[config.mk]
export PLATFORM = sky130hd
export DESIGN_NAME = fft_seq_ctrl
export DESIGN_NICKNAME = d
export VERILOG_FILES = /design/src/rtl/fft_seq_ctrl.sv
export SDC_FILE = /design/constraint.sdc
export NUM_CORES = 1
export LEC_CHECK = 0
export ABC_AREA = 1
export CORE_MARGIN = 1.5
export CORE_UTILIZATION = 40
export CTS_BUF_LIST = sky130_fd_sc_hd__clkbuf_16
export DETAILED_ROUTE_END_ITERATION = 7
export PLACE_DENSITY = 0.65
export SLEW_MARGIN = 5
export SYNTH_ARGS = -nofsm -noshare
export SYNTH_HDL_FRONTEND = slang
export SYNTH_SLANG_ARGS = --single-unit
[constraint.sdc]
create_clock -name clk -period 6.3 [get_ports clk]
set_clock_uncertainty 0.1 [all_clocks]
set_input_delay 1.26 -clock clk [delete_from_list [all_inputs] [get_ports clk]]
set_output_delay 1.26 -clock clk [all_outputs]
set_load 0.05 [all_outputs]
[src/rtl/fft_seq_ctrl.sv]
// Sequencer for a 32-point radix-2 DIT FFT: bit-reversed load, log2(N) stages of N/2 butterflies on one shared unit, natural-order unload.
// Latency: first butterfly issued the cycle after the last load handshake; write-back trails each issue by BF_LAT cycles.
// Backpressure: in_valid low stalls loading, out_ready low holds out_addr; the butterfly issue stream is never stalled.
module fft_seq_ctrl #(
    parameter int N_LOG2 = 5,
    parameter int BF_LAT = 2
) (
    input  logic              clk,
    input  logic              rst,
    input  logic              start,
    input  logic              in_valid,
    output logic              in_ready,
    output logic              load_we,
    output logic [N_LOG2-1:0] load_addr,
    output logic              bf_issue,
    output logic [N_LOG2-1:0] rd_addr_a,
    output logic [N_LOG2-1:0] rd_addr_b,
    output logic [N_LOG2-2:0] tw_idx,
    output logic              wr_en,
    output logic [N_LOG2-1:0] wr_addr_a,
    output logic [N_LOG2-1:0] wr_addr_b,
    output logic [2:0]        stage,
    output logic              out_valid,
    input  logic              out_ready,
    output logic [N_LOG2-1:0] out_addr,
    output logic              busy,
    output logic              done
);

    localparam int WW = (BF_LAT < 2) ? 1 : $clog2(BF_LAT + 1);
    localparam logic [N_LOG2-1:0] CNT_LAST  = '1;
    localparam logic [N_LOG2-2:0] K_LAST    = '1;
    localparam logic [2:0]        S_LAST    = 3'(N_LOG2 - 1);
    localparam logic [WW-1:0]     WAIT_INIT = WW'(BF_LAT);
    localparam logic [WW-1:0]     WAIT_ONE  = WW'(1);
    localparam logic [N_LOG2-1:0] ONE       = N_LOG2'(1);

    typedef enum logic [2:0] {IDLE, LOAD, RUN, WAIT, UNLOAD} state_t;

    state_t              state, state_nxt;
    logic [N_LOG2-1:0]   cnt;        // load count, reused as unload count
    logic [N_LOG2-2:0]   k;          // butterfly index within the stage
    logic [2:0]          s;          // stage index
    logic [WW-1:0]       wait_cnt;   // drain counter between stages
    logic                done_q;
    logic [N_LOG2-1:0]   addr_a_c, addr_b_c;
    logic [N_LOG2-2:0]   tw_c;

    // State register
    always_ff @(posedge clk or posedge rst) begin
        if (rst) state <= IDLE;
        else     state <= state_nxt;
    end

    // Next-state logic
    always_comb begin
        state_nxt = state;
        case (state)
            IDLE:   if (start) state_nxt = LOAD;
            LOAD:   if (in_valid && cnt == CNT_LAST) state_nxt = RUN;
            RUN:    if (k == K_LAST && !(BF_LAT == 0 && s < S_LAST)) state_nxt = WAIT;
            WAIT:   if (wait_cnt <= WAIT_ONE) state_nxt = (s < S_LAST) ? RUN : UNLOAD;
            UNLOAD: if (out_ready && cnt == CNT_LAST) state_nxt = IDLE;
            default: state_nxt = IDLE;
        endcase
    end

    // Load/unload count, butterfly index, stage, drain counter and done pulse
    always_ff @(posedge clk or posedge rst) begin
        if (rst) begin
            cnt      <= '0;
            k        <= '0;
            s        <= '0;
            wait_cnt <= '0;
            done_q   <= 1'b0;
        end else begin
            done_q <= 1'b0;
            case (state)
                IDLE: begin
                    if (start) begin
                        cnt <= '0;
                        k   <= '0;
                        s   <= '0;
                    end
                end
                LOAD: begin
                    if (in_valid) begin
                        cnt <= cnt + ONE;
                        if (cnt == CNT_LAST) begin
                            k <= '0;
                            s <= '0;
                        end
                    end
                end
                RUN: begin
                    k <= k + (N_LOG2-1)'(1);
                    if (k == K_LAST) begin
                        // A zero-latency butterfly needs no drain between stages
                        if (BF_LAT == 0 && s < S_LAST) s <= s + 3'd1;
                        else                           wait_cnt <= WAIT_INIT;
                    end
                end
                WAIT: begin
                    if (wait_cnt <= WAIT_ONE) begin
                        if (s < S_LAST) begin
                            s <= s + 3'd1;
                            k <= '0;
                        end
                    end else begin
                        wait_cnt <= wait_cnt - WAIT_ONE;
                    end
                end
                UNLOAD: begin
                    if (out_ready) begin
                        cnt <= cnt + ONE;
                        if (cnt == CNT_LAST) begin
                            s      <= '0;
                            done_q <= 1'b1;
                        end
                    end
                end
                default: ;
            endcase
        end
    end

    // Butterfly operand addresses and twiddle index from (stage, k)
    always_comb begin
        logic [N_LOG2-1:0] kx, half, pos, grp;
        kx       = {1'b0, k};
        half     = ONE << s;
        pos      = kx & (half - ONE);
        grp      = kx >> s;
        addr_a_c = (grp << (s + 3'd1)) | pos;
        addr_b_c = addr_a_c + half;
        tw_c     = pos[N_LOG2-2:0] << (S_LAST - s);
    end

    // Output decode; addresses are forced to zero outside their phase
    always_comb begin
        in_ready  = 1'b0;
        load_we   = 1'b0;
        load_addr = '0;
        bf_issue  = 1'b0;
        rd_addr_a = '0;
        rd_addr_b = '0;
        tw_idx    = '0;
        out_valid = 1'b0;
        out_addr  = '0;
        busy      = (state != IDLE);
        stage     = s;
        done      = done_q;
        case (state)
            LOAD: begin
                in_ready = 1'b1;
                load_we  = in_valid;
                for (int i = 0; i < N_LOG2; i++) load_addr[i] = cnt[N_LOG2-1-i];
            end
            RUN: begin
                bf_issue  = 1'b1;
                rd_addr_a = addr_a_c;
                rd_addr_b = addr_b_c;
                tw_idx    = tw_c;
            end
            UNLOAD: begin
                out_valid = 1'b1;
                out_addr  = cnt;
            end
            default: ;
        endcase
    end

    generate
        if (BF_LAT == 0) begin : g_nopipe
            assign wr_en     = bf_issue;
            assign wr_addr_a = rd_addr_a;
            assign wr_addr_b = rd_addr_b;
        end else begin : g_pipe
            logic [BF_LAT-1:0] p_vld;
            logic [N_LOG2-1:0] p_a [BF_LAT];
            logic [N_LOG2-1:0] p_b [BF_LAT];

            // Write-back delay line; reset drops any writes still in flight
            always_ff @(posedge clk or posedge rst) begin
                if (rst) begin
                    p_vld <= '0;
                    for (int i = 0; i < BF_LAT; i++) begin
                        p_a[i] <= '0;
                        p_b[i] <= '0;
                    end
                end else begin
                    p_vld[0] <= bf_issue;
                    p_a[0]   <= rd_addr_a;
                    p_b[0]   <= rd_addr_b;
                    for (int i = 1; i < BF_LAT; i++) begin
                        p_vld[i] <= p_vld[i-1];
                        p_a[i]   <= p_a[i-1];
                        p_b[i]   <= p_b[i-1];
                    end
                end
            end

            assign wr_en     = p_vld[BF_LAT-1];
            assign wr_addr_a = p_a[BF_LAT-1];
            assign wr_addr_b = p_b[BF_LAT-1];
        end
    endgenerate

endmodule

# Word level (Yosys, flattened, before mapping)
# Cells that the tools add are included.
# totals
regBits	40
inputBits	5
output_inout_bits	44
elab_cells	94
# classes
n_addsub	7
magnitude_cmp	2
eq_ne	16
shifts	4
mux	39
n_bitwise	2
n_reduce_logical	13
# ops
cell	n
3-bit 2-to-1 mux	12
5-bit 2-to-1 mux	7
4-bit 2-to-1 mux	6
2-bit != test (second input constant)	10
4-bit one-hot mux with 4 select lines	1
3-bit one-hot mux with 5 select lines	1
5-bit one-hot mux with 3 select lines	1
3-bit one-hot mux with 4 select lines	1
6-bit AND reduction	2
4-bit nonzero test	2
1-bit 2-to-1 mux	7
3-bit by 2-bit == test with 1-bit output (second input constant)	2
3-bit nonzero test	2
5-bit by 1-bit adder with 5-bit output (second input constant)	1
5-bit adder	1
4-bit by 5-bit bitwise AND with 5-bit output	1
5-bit == test (second input constant)	1
5-bit bitwise OR	1
5-bit AND reduction	1
1-bit by 3-bit left shift with 5-bit output (first input constant)	1
5-bit by 3-bit left shift with 5-bit output	1
4-bit by 3-bit >> shifter with 5-bit output	1
5-bit by 1-bit subtractor with 5-bit output (second input constant)	1
4-bit by 1-bit adder with 4-bit output (second input constant)	1
16 further kinds	18

# Depth between registers and ports, before layout
# depth
ltp_word	6
depth_mapped	20

# Least setup slack after synthesis
# No wires, ideal clock.
# synth_timing
kind	reg-to-output
from	reg s[0], in the netlist stage[0]
to	out rd_addr_b[3]
arrival_ps	3303
t_required_ps	4940
setup_slack_ps	1637
path_stages_with_launch	16
path_cell_list	dfrtp_1 -> buf_6 -> inv_4 -> buf_6 -> ha_1 -> ha_1 -> inv_1 -> a21oi_1 -> o21ai_1 -> o311ai_2 -> ha_1 -> nand2_1 -> nand3b_1 -> nand3_1 -> nand2_1 -> nor2_1
# synth_between
elab_chain_cells	6
elab_cells_between_ends	9
classes_between	3 x add/sub; 3 x shift; 1 x mux; 2 x bitwise
# synth_rtl
item	line	rtl
start: declaration	43	logic [2:0] s;
start signal: assignment	99	if (BF_LAT == 0 && s < S_LAST) s <= s + 3'd1;
start signal: assignment	106	s <= s + 3'd1;
1-bit by 3-bit left shift with 5-bit output	131	half = ONE << s;
5-bit by 1-bit subtractor with 5-bit output	132	pos = kx & (half - ONE);
4-bit by 5-bit bitwise AND with 5-bit output	132	
5-bit bitwise OR	134	addr_a_c = (grp << (s + 3'd1)) | pos;
5-bit adder *	135	addr_b_c = addr_a_c + half;
5-bit 2-to-1 mux *	153	case (state)
end: declaration	17	output logic [N_LOG2-1:0] rd_addr_b,
# Mark *: on every way between the ends. The rest lies on a longest branch, timed or not.

# Worst setup path after layout
# Same ends and word-level chain as after synthesis.

==> flow_summary.yaml <==
routing:
  drc: 0
  routedWlPerCell_um: 12.9
  first_pass_iters: 4
  antenna_left: 0
  viasPerCell: 4.92
  wl_mm: 5.43
  vias: 2060
  drt_iter0_drc: 118
layout:
  fin_area_mm2: 0.00308
  areaGrowthSynthToFinish_pct: 26.7
  stdcell_count: 419
  fin_nets: 363
  diodes: 0
  drive_gt1_share_pct: 13.4
placement:
  portBuffers: 48
  dp.cells: 411
  pre_cts_ws_ns: 1.47
  dpl.hpwl_mm: 4.14
  place_area_mm2: 0.00292
  routabilityCongestion: 0.898
setup_path:
  crit_type: "register to output port"
  critPathSlowestCell: "clkdlybuf4s50_1"
  r2r-start: "stage[0]"
  cpMostUsedCell: "ha_1"
  crit_chain: "buf_4 > inv_4 > ha_1 > ha_1 > inv_1 > nand2_2 > nor2_4 > o21ai_1 > o311ai_2 > ha_1 > nand2_1 > nand3b_1 > nand3_1 > nand2_1 > nor2_1 > clkdlybuf4s50_1"
  worst_r2r_endpoint: "g_pipe.p_b[8]"
  crit_path_start_kind: "register"
  critical-path-top-delay-family: "buffers and inverters"
  rrSetupSlack_ns: 3.44
  crit_fanout: 19
  reg2reg_depth: 15
  cp.required_ns: 4.94
  end_kind: "output port"
  worstPathArrival_ns: 3.77
  max_stage_delay_ns: 0.81
  cp.buffers_inverters: 4
floorplanning:
  initial_core_util_pct: 41.3
  die_area_mm2: 0.00656
  io_pins: 49
  rows: 28
  core_mm2: 0.00589
  fp.dieW_um: 81
  die_h_um: 81
sta:
  worst_pin_slew_ns: 0.733
  rsz0062_at_grt: "no"
  timing.slew.headroom_pct: 51.0
  hold_viol: 0
  fin_ws_ns: 1.17
  slew_violations: 0
  fin_crit_ns: 5.13
  setup_viol: 0
  post-route-period-util_pct: 81.5
  fmax_ghz: 0.195
  fin_tns_setup_ns: 0
cts:
  cts_resized: 0
  cts_made_buffers: 5
  cts_setup_buffers: 0
  cts_tree: "yes"
  clk_path_buf_depth: 2
  path_clk_slew_ns: 0.05
  root_buffer: "clkbuf_16"
  insertion_delay_ns: 0.28
  clock_sinks: 40
  hold_buffers: 0
  htreeDepth: 2
run_status:
  outcome: "complete, no violations"
synthesis:
  netlist.area_leader.share_pct: 41.1
  async_reset_ff_share_pct: 100
  yosysMostFrequentCell: "nand2_1"
  yosys-top-cells-count: "nand2_1, dfrtp_1, inv_1"
  yosys-top-cells-area: "dfrtp_1, nand2_1, ha_1, inv_1, nor2_1"
  syn-num-nets: 320
  syn_area_mm2: 0.00243
  ys_ff_latch: 40
  yosysWarnings: 0
  synth_edf_count: 0
  syn_avg_cell_area_um2: 8.11
  ys_seq_area_share_pct: 41.1
  yosysUniqueCellTypes: 35
  synthCells: 300
  synth_ff_type: "dfrtp_1"
  yosysTopAreaCell: "dfrtp_1"
grt:
  antenna_found_initial: 0
  grt_overflow: 0
  grt_use_total_pct: 18.0
  top_usage_layer: "met2"
  grt_max_degree: 41
  use_met2_pct: 30.1
  met1_usage_pct: 22.8
  first_global_vias: 1963
  grt_use_met3_pct: 3.15
  grt_pass1_wl_mm: 8.95
power_and_ir_drop:
  fin_total_pwr_mw: 1.70
  max-vdd-ir-drop_mv: 0.205
  power_density_mw_per_mm2: 552
  leakagePower_nw: 1.48
min_path:
  hold_end: "wr_addr_b[4]"
  min_path_cells: 0
  hold_class: "register to register"
  hp-start: "g_pipe.p_b[9]"
job:
  drv_cap: 0
routing by layer:
metal	wire, um	part of all wire (%)
met1	2470	45
met2	2600	48
met3	226	4.2
met4	132	2.4
met5	0	0
cells by family (layout without fill, tap and decap cells):
| family | after synthesis | count (layout) | share of synthesized area (%) |
|---|---|---|---|
| and+or+nand+nor | 140 | 140 | 28.7 |
| buffers and inverters | 59 | 103 | 11.6 |
| AOI/OAI and AO/OA | 45 | 45 | 10.5 |
| DFF | 40 | 40 | 41.1 |
| adders and majority gates | 15 | 15 | 7.71 |
| xor gates and xnor gates | 1 | 1 | 0.360 |
power breakdown:
part,internal (mW),switching [mW]
Sequential,0.334,0.0566
Clock,0.186,0.0941
Combinational,0.319,0.714
Total,0.839,0.865
per-stage QoR:
stage / utilization [%] / hold WS [ns]
after global routing: 52.4 / 0.255
after global placement: 49.6 / 0.233
final: 52.4 / 0.246
after detailed placement: 49.6 / 0.236
after CTS: 52.4 / 0.248
after floorplan: - / 0.231
area by class of cell:
class	count	area, um^2
fill	586	2800
clock buffer	5	125
timing repair buffer	51	503
tap	75	93.8
inverter	44	168
multi-input combinational	201	1150
sequential	40	1000
clock inverter	3	42.5
worst max path at each step:
stage	start	to	depth (start not counted)	slack (ns)
after floorplan	stage[0]	rd_addr_b[3]	15	1.64
after global placement	stage[0]	rd_addr_b[3]	16	1.57
after detailed placement	stage[0]	rd_addr_b[3]	16	1.47
after CTS	stage[0]	rd_addr_b[3]	16	1.17
after global routing	stage[0]	rd_addr_b[3]	16	0.91
final	stage[0]	rd_addr_b[3]	16	1.17
sequential cells by signal (all words and copies together), names as in the netlist:
register and cells:
g_pipe.p_vld 2, cnt 5, wr_addr_b 5, wait_cnt 2, done 1, k 4
state 3, g_pipe.p_b 5, stage 3, wr_addr_a 5, g_pipe.p_a 5
cell usage in the layout, fill, tap and decap left out, types with 4 or more instances in the layout:
master and instances:
nand3_1 19, nor2_1 31, clkbuf_16 5, o21ai_0 18, nand2_2 11, nor3_1 5
dfrtp_1 40, nand3_2 5, nand4_1 4, inv_2 7, inv_1 36, clkdlybuf4s50_1 48
ha_1 15, nand2_1 53, a21oi_1 16
Power figures use the tool's default switching activity.
